--- src/rtl/mac_array_ctrl.sv ---
// -----------------------------------------------------------------------------
// mac_array_ctrl
//   Sequencer for mac_array_nn. Runs one NxN matrix-vector product y = W*x as
//   N/4 row-tile passes. Each pass clears the accumulators, streams x[0..N-1]
//   together with the matching weight columns, waits for the MAC pipeline to
//   drain, then flags the four accumulator results for capture.
//
// Ports
//   clk             clock
//   rst             synchronous active-high reset
//   start           pulse, begins a product (only honoured in IDLE)
//   abort           cancels the current product, back to IDLE next cycle
//   busy            high from accepted start until done/abort
//   done            1-cycle pulse when the product is complete
//   act_re/act_addr activation buffer read (1-cycle read latency)
//   w_re/w_col      weight fetch request and column
//   w_row_tile      row-tile (pass) index of the fetch
//   w_ready         weight fetch can be accepted; low stalls issuing
//   valid_ctrl      per-MAC mode, 3 bits each
//   clear           per-MAC accumulator clear
//   valid_weight_in per-MAC weight-valid strobe, aligned with returned data
//   acc_sel_tile    accumulator cell select, equal to the pass index
//   res_valid       1-cycle pulse: MAC outputs hold y[res_row_base+0..3]
//   res_row_base    pass*4 while res_valid is high
// -----------------------------------------------------------------------------
module mac_array_ctrl #(
  parameter int N         = 8,
  parameter int NUM_ACC   = 8,
  parameter int N_MACS    = 4,
  parameter int DRAIN_CYC = 2
) (
  input  logic                     clk,
  input  logic                     rst,
  input  logic                     start,
  input  logic                     abort,
  output logic                     busy,
  output logic                     done,
  output logic                     act_re,
  output logic [$clog2(N)-1:0]     act_addr,
  output logic                     w_re,
  output logic [$clog2(N)-1:0]     w_col,
  output logic [$clog2(N/4):0]     w_row_tile,
  input  logic                     w_ready,
  output logic [3*N_MACS-1:0]      valid_ctrl,
  output logic [N_MACS-1:0]        clear,
  output logic [N_MACS-1:0]        valid_weight_in,
  output logic [2:0]               acc_sel_tile,
  output logic                     res_valid,
  output logic [$clog2(N):0]       res_row_base
);

  localparam int CW    = $clog2(N);
  localparam int PW    = $clog2(N/4) + 1;
  localparam int RBW   = $clog2(N) + 1;
  localparam int NPASS = N / 4;
  localparam int DW    = (DRAIN_CYC > 1) ? $clog2(DRAIN_CYC) : 1;

  if ((N % 4) != 0 || (N / 4) > NUM_ACC || N_MACS != 4 || DRAIN_CYC < 1) begin : g_bad_cfg
    $error("mac_array_ctrl: illegal parameter combination");
  end

  typedef enum logic [2:0] {
    S_IDLE, S_CLEAR, S_ISSUE, S_DRAIN, S_RESULT, S_DONE
  } state_t;

  state_t          r_state;
  state_t          w_next;
  logic [CW-1:0]   r_col;
  logic [PW-1:0]   r_pass;
  logic [DW-1:0]   r_drain;
  logic            r_strobe;   // an issue happened last cycle; data arrives now

  logic w_abort;
  logic w_issue;
  logic w_last_col;
  logic w_last_pass;
  logic w_drain_done;

  assign w_abort      = abort && (r_state != S_IDLE);
  // abort outranks w_ready: no issue in the cycle the product is cancelled
  assign w_issue      = (r_state == S_ISSUE) && w_ready && !abort;
  assign w_last_col   = (r_col == CW'(N - 1));
  assign w_last_pass  = (r_pass == PW'(NPASS - 1));
  assign w_drain_done = (r_drain == DW'(DRAIN_CYC - 1));

  // State register
  // NOTE: sequential state uses non-blocking assignments so every register
  // samples pre-edge values regardless of statement order.
  always_ff @(posedge clk) begin
    if (rst) r_state <= S_IDLE;
    else     r_state <= w_next;
  end

  // Next-state logic
  always_comb begin
    // NOTE: default assignment first, so no path through the case leaves
    // w_next unassigned and no latch is inferred.
    w_next = r_state;
    unique case (r_state)
      S_IDLE:   if (start) w_next = S_CLEAR;
      S_CLEAR:  w_next = S_ISSUE;
      S_ISSUE:  if (w_issue && w_last_col) w_next = S_DRAIN;
      S_DRAIN:  if (w_drain_done) w_next = S_RESULT;
      S_RESULT: w_next = w_last_pass ? S_DONE : S_CLEAR;
      S_DONE:   w_next = S_IDLE;
      default:  w_next = S_IDLE;
    endcase
    if (w_abort) w_next = S_IDLE;
  end

  // Counters and the delayed strobe. Column only returns to 0 when a pass is
  // (re)entered, so after the last issue it rests at N-1.
  always_ff @(posedge clk) begin
    if (rst) begin
      r_col    <= '0;
      r_pass   <= '0;
      r_drain  <= '0;
      r_strobe <= 1'b0;
    end else begin
      // w_issue is already false under abort, so a pending strobe is dropped
      r_strobe <= w_issue;
      if (!w_abort) begin
        unique case (r_state)
          S_IDLE: if (start) begin
            r_col  <= '0;
            r_pass <= '0;
          end
          S_CLEAR:  r_drain <= '0;
          S_ISSUE:  if (w_issue && !w_last_col) r_col <= r_col + 1'b1;
          S_DRAIN:  r_drain <= r_drain + 1'b1;
          S_RESULT: if (!w_last_pass) begin
            r_pass <= r_pass + 1'b1;
            r_col  <= '0;
          end
          default: ;
        endcase
      end
    end
  end

  // Output logic
  always_comb begin
    busy            = (r_state != S_IDLE) && (r_state != S_DONE);
    done            = (r_state == S_DONE);
    act_re          = w_issue;
    w_re            = w_issue;
    act_addr        = r_col;
    w_col           = r_col;
    w_row_tile      = r_pass;
    acc_sel_tile    = busy ? 3'(r_pass) : 3'd0;
    clear           = (r_state == S_CLEAR) ? {N_MACS{1'b1}} : '0;
    valid_weight_in = r_strobe ? {N_MACS{1'b1}} : '0;
    valid_ctrl      = r_strobe ? {N_MACS{3'b001}} : '0;
    res_valid       = (r_state == S_RESULT);
    res_row_base    = res_valid ? RBW'({r_pass, 2'b00}) : '0;
  end

endmodule

--- config.mk ---
export PLATFORM = sky130hd
export DESIGN_NAME = mac_array_ctrl
export DESIGN_NICKNAME = d
export VERILOG_FILES = /design/src/rtl/mac_array_ctrl.sv
export SDC_FILE = /design/constraint.sdc
export NUM_CORES = 1
export LEC_CHECK = 0
export CAP_MARGIN = 20
export CORE_MARGIN = 3
export CORE_UTILIZATION = 42
export CTS_CLUSTER_DIAMETER = 120
export DETAILED_ROUTE_END_ITERATION = 8
export GPL_TIMING_DRIVEN = 0
export PLACE_DENSITY_LB_ADDON = 0.15
export SYNTH_ARGS = -nofsm -noshare
export SYNTH_HDL_FRONTEND = slang
export SYNTH_SLANG_ARGS = --single-unit
--- constraint.sdc ---
create_clock -name clk -period 3.85 [get_ports clk]
set_input_delay 0.9625 -clock clk [delete_from_list [all_inputs] [get_ports clk]]
set_output_delay 0.9625 -clock clk [all_outputs]
set_load 0.01 [all_outputs]
==> metrics.cfg, run 1 <==
[floorplanning]
start_util_pct=47.4
dieHeight_um=51.8
die_area_mm2=0.00268
core-area_mm2=0.00186
fp.dieW_um=51.8
rows=15
io_pins=45

[sta]
min_period_ps=3690
rsz0062_at_grt=no
finalSetupViolCount=0
tns_ps=0
max_freq_mhz=271
fin_skew_ps=2.36
hold_viol=0
report.final.slew_viol_count=0
whs_ps=516
period_share_pct=95.8

[clocking]
cts_root_buffer=clkbuf_4
cts-buffers-inserted=3
clk_latency_ps=270
cts.sinks=10
cts_tree=built
clkTransAtPathRegs_ps=70
htreeDepth=1
cts_resized=0
cts_hold_repair.buffers=0
cts_buffer_depth=2
post_cts_buffers=0

[setup_path]
critPathArrivalTime_ps=2730
worstSetupPathType=in -> out
critPathMaxFanout=7
startpoint_type=input port
end_kind=output pin
required_ps=2890

[yosys]
synth_top_family_by_area=buffers and inverters
synthFlopType=dfxtp_1
synthCells=101
ys_seq_area_share_pct=22.7
syn_area_per_cell_um2=8.72
synth_edf_count=0
synth_fa_ha_area_share_pct=4.26
ys_seq_elements=10
synth_warnings=0
yosys.area_share.simple_pct=27.4
synth-compound-area-share_pct=9.38
yosysUniqueCellTypes=36
async_reset_ff_share_pct=0
synth_xor_area_share_pct=0.994
synth_mux_area_share_pct=6.25
syn-cell-area_um2=881

[routing]
wl_um=1840
avgViaCountPerCell=4.60
vias=795
drt_iter0_drc=10
drt-pass1-iter-count=4
wl_per_cell_um=10.6
ant_nets=0
drc=0

[grt]
antenna_found_initial=0
grt_pass1_vias=757
track_usage_pct=16.0
grt_max_degree=11
grt_pass1_wl_um=3140
grt.overflow.total=0

[pwr]
power_density_mw_per_mm2=245
power.leakage_nw=0.590
p_total_mw=0.322
peakVddDrop_uv=189

[layout]
final_common_cell=clkdlybuf4s50_1
final_cell_mix=clkdlybuf4s50_1, buf_4, conb_1
drive_gt1_share_pct=28.4
num_antenna_cells=0
finish.utilization_pct=70.8
area_growth_pct=49.4
nNetsFinal=157
nFillCells=161
instances_no_fill=173

[status]
status=finished, final reports clean

[min_path]
hold_path_class=reg -> reg

[job]
maxCapViolCount=0

[place]
port-buffer-count=33
dp_hpwl_um=1480
dp_cells=169
gp_congestion=0.797

layout make-up:
| class | count | area (um2) | area share, % |
|---|---|---|---|
| Sequential cell | 10 | 200 | 15.2 |
| Timing Repair Buffer | 33 | 330 | 25.1 |
| Clock buffer | 4 | 36.3 | 2.76 |
| Tap cell | 25 | 31.3 | 2.38 |
| Multi-Input combinational cell | 66 | 467 | 35.5 |
| Buffer | 31 | 236 | 18.0 |
| Inverter | 4 | 15.0 | 1.14 |
through the flow:
| stage | setup slack (ps) | cell area, um2 |
|---|---|---|
| final | 161 | 1320 |
| after global routing | 20.5 | 1320 |
| after CTS | 141 | 1320 |
| after detailed placement | 143 | 1280 |
| after global placement | 176 | 1280 |
| after floorplan | 1140 | 918 |
cells in the mapped netlist, types with 3 or more instances:
library cell / number / area share [%]
nand2_1: 3 / 1.3
nor2_1: 7 / 3.0
dfxtp_1: 10 / 23
nor2b_1: 4 / 2.8
mux2i_1: 4 / 4.5
ha_1: 3 / 4.3
nand2b_1: 5 / 3.6
buf_4: 28 / 24
where the power goes:
| group | internal (mW) | switching, mW | total (mW) |
|---|---|---|---|
| Combinational | 0.0610 | 0.0515 | 0.112 |
| Clock | 0.0576 | 0.0399 | 0.0974 |
| Sequential | 0.107 | 0.00449 | 0.112 |
| Total | 0.226 | 0.0958 | 0.322 |
critical path: stages:
cell and delay [ps]:
clkdlybuf4s50_1 560, nand2b_1 240, nor4_1 280, buf_4 170, clkdlybuf4s50_1 520
per-layer routing:
layer	vias up	wire [um]	track usage [%]	share of wire, %
met5	-	0	0	0
met4	0	44	9.17	2.4
met3	5	178	4.30	9.7
met2	38	898	28.4	49
met1	348	718	16.8	39
li1	404	-	-	-
state kept, by name, summed over array words and instances (netlist names):
signal	cells
r_state	3
w_row_tile	2
act_addr	3
r_strobe	1
r_drain	1
path summary, 6_finish.rpt:
path / from / endpoint / slack, ps / cells past startpoint
worst max-delay path: abort / w_re / 160 / 5
worst min-delay path: act_addr[1]$_SDFFE_PP0P_ / act_addr[1]$_SDFFE_PP0P_ / 520 / 2
worst min register to register: act_addr[1]$_SDFFE_PP0P_ / act_addr[1]$_SDFFE_PP0P_ / 520 / 2
worst max register to register: act_addr[0]$_SDFFE_PP0P_ / act_addr[0]$_SDFFE_PP0P_ / 2260 / 5
kinds of logic (layout without fill, tap and decap cells):
kind of cell,Yosys count,count (layout)
AND/OR/NAND/NOR,37,37
buffers and inverters,35,72
flip-flops,10,10
AO/OA/AOI/OAI,9,9
multiplexers,5,5
adder cells (fa/ha/maj),3,3
other,1,11
XOR/XNOR,1,1
Note: power is estimated with default switching activity, not from simulation.
==> inputs of run 2 (changes only) <==
==> constraint.sdc (replaced) <==
create_clock -name clk -period 4.54 [get_ports clk]
set_input_delay 1.135 -clock clk [delete_from_list [all_inputs] [get_ports clk]]
set_output_delay 1.135 -clock clk [all_outputs]
set_load 0.01 [all_outputs]
==> results of run 2 <==
The final DEF is identical to that of run 1. Status: finished, final reports clean.
Among the figures that moved: setup slack after placement 143 ps -> 488 ps; setup slack after layout 161 ps -> 506 ps; register-to-register setup slack 2260 ps -> 2950 ps; total power 0.322 mW -> 0.273 mW; worst IR drop on VDD 189 uV -> 161 uV
